$ cat config.mk
export PLATFORM = sky130hd
export DESIGN_NAME = id_ex_register
export DESIGN_NICKNAME = d
export VERILOG_FILES = /design/src/rtl/id_ex_register.sv
export SDC_FILE = /design/constraint.sdc
export NUM_CORES = 1
export LEC_CHECK = 0
export ABC_CLOCK_PERIOD_IN_PS = 7800
export BUFFER_PORTS_ARGS = -buffer_cell sky130_fd_sc_hd__buf_2
export CORE_AREA = 2 2 172 174
export CTS_BUF_LIST = sky130_fd_sc_hd__clkbuf_4
export CTS_CLUSTER_DIAMETER = 40
export DETAILED_ROUTE_END_ITERATION = 8
export DIE_AREA = 0 0 174 176
export GPL_TIMING_DRIVEN = 0
export PLACE_DENSITY_LB_ADDON = 0.25
export SLEW_MARGIN = 40
export SYNTH_ARGS = -nofsm -noshare
export SYNTH_HDL_FRONTEND = slang
export SYNTH_SLANG_ARGS = --single-unit
$ cat constraint.sdc
create_clock -name CLK -period 7.8 [get_ports CLK]
set_input_delay 1.17 -clock CLK [delete_from_list [all_inputs] [get_ports CLK]]
set_output_delay 1.17 -clock CLK [all_outputs]
set_load 0.005 [all_outputs]
$ cat src/rtl/id_ex_register.sv
// ID/EX pipeline register. It captures the decode-stage operands, fields and
// control bits and presents them to EX one cycle later. The register file
// writes on the clock edge while its reads are combinational, so a writeback
// in the same cycle to a source register is bypassed into the captured
// operand here. The hazard unit drives STALL (hold) and FLUSH (bubble).
// Two saturating counters record stall and flush events for performance debug.
module id_ex_register #(
  parameter int DATA_WIDTH = 32,
  parameter int ADDR_WIDTH = 5,
  parameter int CNT_WIDTH  = 16
) (
  input  logic                  CLK,
  input  logic                  RST,
  input  logic                  STALL,
  input  logic                  FLUSH,
  input  logic                  ValidD,
  input  logic [DATA_WIDTH-1:0] RD1D,
  input  logic [DATA_WIDTH-1:0] RD2D,
  input  logic [ADDR_WIDTH-1:0] Rs1D,
  input  logic [ADDR_WIDTH-1:0] Rs2D,
  input  logic [ADDR_WIDTH-1:0] RdD,
  input  logic [DATA_WIDTH-1:0] PCD,
  input  logic [DATA_WIDTH-1:0] PCPlus4D,
  input  logic [DATA_WIDTH-1:0] ImmExtD,
  input  logic                  RegWriteD,
  input  logic                  MemWriteD,
  input  logic                  JumpD,
  input  logic                  BranchD,
  input  logic                  ALUSrcD,
  input  logic [1:0]            ResultSrcD,
  input  logic [2:0]            ALUControlD,
  input  logic                  RegWriteW,
  input  logic [ADDR_WIDTH-1:0] RdW,
  input  logic [DATA_WIDTH-1:0] ResultW,
  output logic                  ValidE,
  output logic [DATA_WIDTH-1:0] RD1E,
  output logic [DATA_WIDTH-1:0] RD2E,
  output logic [ADDR_WIDTH-1:0] Rs1E,
  output logic [ADDR_WIDTH-1:0] Rs2E,
  output logic [ADDR_WIDTH-1:0] RdE,
  output logic [DATA_WIDTH-1:0] PCE,
  output logic [DATA_WIDTH-1:0] PCPlus4E,
  output logic [DATA_WIDTH-1:0] ImmExtE,
  output logic                  RegWriteE,
  output logic                  MemWriteE,
  output logic                  JumpE,
  output logic                  BranchE,
  output logic                  ALUSrcE,
  output logic [1:0]            ResultSrcE,
  output logic [2:0]            ALUControlE,
  output logic [CNT_WIDTH-1:0]  StallCount,
  output logic [CNT_WIDTH-1:0]  FlushCount
);

  logic [DATA_WIDTH-1:0] rd1_fwd;
  logic [DATA_WIDTH-1:0] rd2_fwd;

  // Operand select: x0 always reads zero (so a write to x0 is never
  // forwarded), otherwise a same-cycle writeback overrides the stale read.
  always_comb begin
    rd1_fwd = RD1D;
    rd2_fwd = RD2D;
    if (Rs1D == '0) begin
      rd1_fwd = '0;
    end else if (RegWriteW && (RdW == Rs1D)) begin
      rd1_fwd = ResultW;
    end
    if (Rs2D == '0) begin
      rd2_fwd = '0;
    end else if (RegWriteW && (RdW == Rs2D)) begin
      rd2_fwd = ResultW;
    end
  end

  // Pipeline register: reset and flush both produce the all-zero bubble,
  // stall holds, otherwise load. Held values are never re-bypassed.
  always_ff @(posedge CLK or posedge RST) begin
    if (RST) begin
      ValidE      <= 1'b0;
      RD1E        <= '0;
      RD2E        <= '0;
      Rs1E        <= '0;
      Rs2E        <= '0;
      RdE         <= '0;
      PCE         <= '0;
      PCPlus4E    <= '0;
      ImmExtE     <= '0;
      RegWriteE   <= 1'b0;
      MemWriteE   <= 1'b0;
      JumpE       <= 1'b0;
      BranchE     <= 1'b0;
      ALUSrcE     <= 1'b0;
      ResultSrcE  <= '0;
      ALUControlE <= '0;
    end else if (FLUSH) begin
      ValidE      <= 1'b0;
      RD1E        <= '0;
      RD2E        <= '0;
      Rs1E        <= '0;
      Rs2E        <= '0;
      RdE         <= '0;
      PCE         <= '0;
      PCPlus4E    <= '0;
      ImmExtE     <= '0;
      RegWriteE   <= 1'b0;
      MemWriteE   <= 1'b0;
      JumpE       <= 1'b0;
      BranchE     <= 1'b0;
      ALUSrcE     <= 1'b0;
      ResultSrcE  <= '0;
      ALUControlE <= '0;
    end else if (!STALL) begin
      ValidE      <= ValidD;
      RD1E        <= rd1_fwd;
      RD2E        <= rd2_fwd;
      Rs1E        <= Rs1D;
      Rs2E        <= Rs2D;
      RdE         <= RdD;
      PCE         <= PCD;
      PCPlus4E    <= PCPlus4D;
      ImmExtE     <= ImmExtD;
      RegWriteE   <= RegWriteD;
      MemWriteE   <= MemWriteD;
      JumpE       <= JumpD;
      BranchE     <= BranchD;
      ALUSrcE     <= ALUSrcD;
      ResultSrcE  <= ResultSrcD;
      ALUControlE <= ALUControlD;
    end
  end

  // Event counters: a flush cycle counts only as a flush; both stick at
  // all-ones and are cleared only by reset.
  always_ff @(posedge CLK or posedge RST) begin
    if (RST) begin
      StallCount <= '0;
      FlushCount <= '0;
    end else begin
      if (FLUSH && (FlushCount != '1)) begin
        FlushCount <= FlushCount + 1'b1;
      end
      if (STALL && !FLUSH && (StallCount != '1)) begin
        StallCount <= StallCount + 1'b1;
      end
    end
  end

endmodule

==> out/metrics.csv <==
metric,value,unit
Yosys top cell area share,57.2,%
CTS root buf,clkbuf_4,
# clock sinks,218,
Max Root-Sink Buffers,3,
GRT Max-Usage Layer,met2,
clk_lat worst skew,0.65,ns
first-pass GRT wire length,45600,microns
CP max stage cell,dfrtp_1,
DRC,0,
gpl congestion,0.848,
Top delay family on crit path,flip-flops,
WHS,0.473,ns
DP HPWL,22500,microns
hold crit path type,flop to flop,
Critical Path AT,1.26,ns
final hold vios,0,
"Remaining Overflow, GRT",0,
H-tree level count,2,
overall power,2.67,mW
max-cap violations,0,
syn_area_per_cell,11.5,sq um
status,"complete, no violations",
largest net degree at the start of global routing,78,
Final period util,31.2,%
Initial Utilization,33.4,%
met3 Use GR,4.29,%
vias per cell,4.54,
Slew headroom,58.4,%
GRT met2 Usage,32.1,%
Syn Std Cell Area,9540,sq um
setup_tns,0,ns
library cells used by synthesis,36,
Clock Skews,0.00965,ns
Synthesized Nets,1058,
DRT iter0 DRCs,340,
Worst-path clk slew,0.06,ns
Setup CP Type,flop to primary output,
Die Width,174,microns
Detailed Routing Iterations Pass 1,6,
Pleak,7.03,nW
dominant cells by area after synthesis,"dfrtp_1 57%, mux2i_1 20%, nor2_1 5.1%",
Max Slew Vio Count,0,
Pwr Density,205,nW/um^2
unrepaired setup endpoints after global routing,false,
CTS tree,built,
YS warnings,0,
CP peak stage delay,0.46,ns
ANT nets after route,0,
Slew @ Worst Pin,0.624,ns
number of setup buffers added after CTS,0,
most frequent cells in the layout,"458 x buf_2, 218 x dfrtp_1, 187 x mux2i_1, 129 x nor2_1, 81 x clkbuf_4",
DR WL/cell,16.8,microns
crit end category,primary output,
final-stage net count,1564,
post-synthesis sequential area ratio,57.2,%
vias in the first global route,8274,
core area,28500,sq um
IO Pins,446,
synthesized instance count,828,
Crit Path Max Fanout,7,
Fmax achieved,411,MHz
post-synthesis to final-layout area growth,36.6,%
Final Routed Wirelength,29500,microns
Synth Register Bits,218,
met1 GRT Util,23.2,%
DR vias,8003,
Die ar.,30600,sq um
Max rail drop VDD,127,uV
"most common cell after layout, fill and taps aside",buf_2,
cell taking the most area after synthesis,dfrtp_1,
PostCTS Resize Cnt,0,
buffers and inverters on the worst path,1,
Port-buffer cells,444,
Num CTS Buffers,58,
share of layout cells above drive strength 1,41.8,%
hold buffers post-CTS,0,
Tmin final,2.43,ns
critical path cell sequence,buf_2,
CP required,6.63,ns
Die Span Y,176,microns
final setup fails,0,
initial antenna violation count,2,
total track usage,18.8,%
startpoint types,flop,
# rows,62,
-- cell families after synthesis --
kind of cell / share of synthesized area (%)
buffers and inverters: 3.66
xor gates and xnor gates: 3.03
muxes: 20.3
AOI/OAI and AO/OA: 3.91
DFF: 57.2
adders and majority gates: 0.262
and+or+nand+nor: 11.7
-- per-stage QoR --
stage	util, %	area (sq um)	cells	setup WS [ns]
after CTS	45.6	13000	1759	5.26
after global placement	42.9	12200	1656	-2.04
after floorplan	-	9540	828	0.666
after detailed placement	43.1	12300	1658	4.96
after global routing	45.6	13000	1761	5.25
final	45.6	13000	1762	5.37
-- final cells by class --
| type | count | area, sq um |
|---|---|---|
| multi-input cells | 555 | 3730 |
| flip-flops and latches | 218 | 5460 |
| clock buffers | 81 | 608 |
| fillers | 2868 | 15500 |
| inverters | 4 | 22.5 |
| plain buffers | 51 | 335 |
| diodes | 3 | 7.51 |
| clock inverters | 20 | 105 |
| repair buffers | 446 | 2280 |
| well taps | 384 | 480 |
-- synth_stat cells --
cell type / instances
xor2_1: 11
o21a_1: 2
nand3_1: 13
buf_8: 7
mux2_4: 1
ha_1: 2
buf_6: 4
buf_1: 4
nand4_1: 11
nand3_4: 1
and2_2: 1
o21ai_1: 62
nand2b_1: 2
mux2_2: 4
and3_2: 1
o31a_1: 1
inv_1: 4
buf_2: 14
a41oi_1: 1
and4_1: 5
xnor2_1: 22
nor4_4: 1
clkbuf_1: 16
nor4_1: 2
nor2_1: 129
nand2_1: 76
o21ai_0: 5
nor3_1: 1
and2_1: 3
and3_1: 8
or4_1: 2
mux2i_1: 187
clkbuf_2: 5
clkbuf_8: 1
dfrtp_1: 218
a21oi_1: 1
-- power by group --
group          total (mW)  switching, mW  leakage [nW]  internal, mW
Clock               0.974          0.464         0.429         0.510
Sequential           1.29         0.0695          2.89          1.22
Combinational       0.410          0.208          3.72         0.202
Total                2.67          0.741          7.03          1.93
-- worst min-delay path: stages, from the launching register on --
cell	delay (ns)
dfrtp_1	0.34
nand2_1	0.04
o21ai_0	0.06
-- flip-flops by register name, indices dropped and copies added (netlist names), 2 cells and up --
register / cells
ImmExtE: 32
FlushCount: 16
StallCount: 16
PCE: 32
RdE: 5
ResultSrcE: 2
Rs1E: 5
Rs2E: 5
RD2E: 32
RD1E: 32
ALUControlE: 3
PCPlus4E: 32
-- final timing paths --
kind / cells after the start / startpoint / end / slack (ns)
worst min register to register: 2 / RD1E[29] / RD1E[29] / 0.47
min in group asynchronous: 2 / RST / PCE[29] / 0.58
worst min-delay path: 2 / RD1E[29] / RD1E[29] / 0.47
worst max register to register: 7 / StallCount[0] / StallCount[1] / 5.94
worst max-delay path: 1 / FlushCount[6] / FlushCount[6] / 5.37
max in group asynchronous: 3 / RST / ResultSrcE[0] / 6.43
-- layer usage --
| metal | part of all wire (%) | up-vias |
|---|---|---|
| li1 | - | 3871 |
| met2 | 49 | 297 |
| met4 | 3.4 | 0 |
| met3 | 6.7 | 77 |
| met1 | 41 | 3758 |
| met5 | 0 | - |
Note: power is estimated with default switching activity, not from simulation.
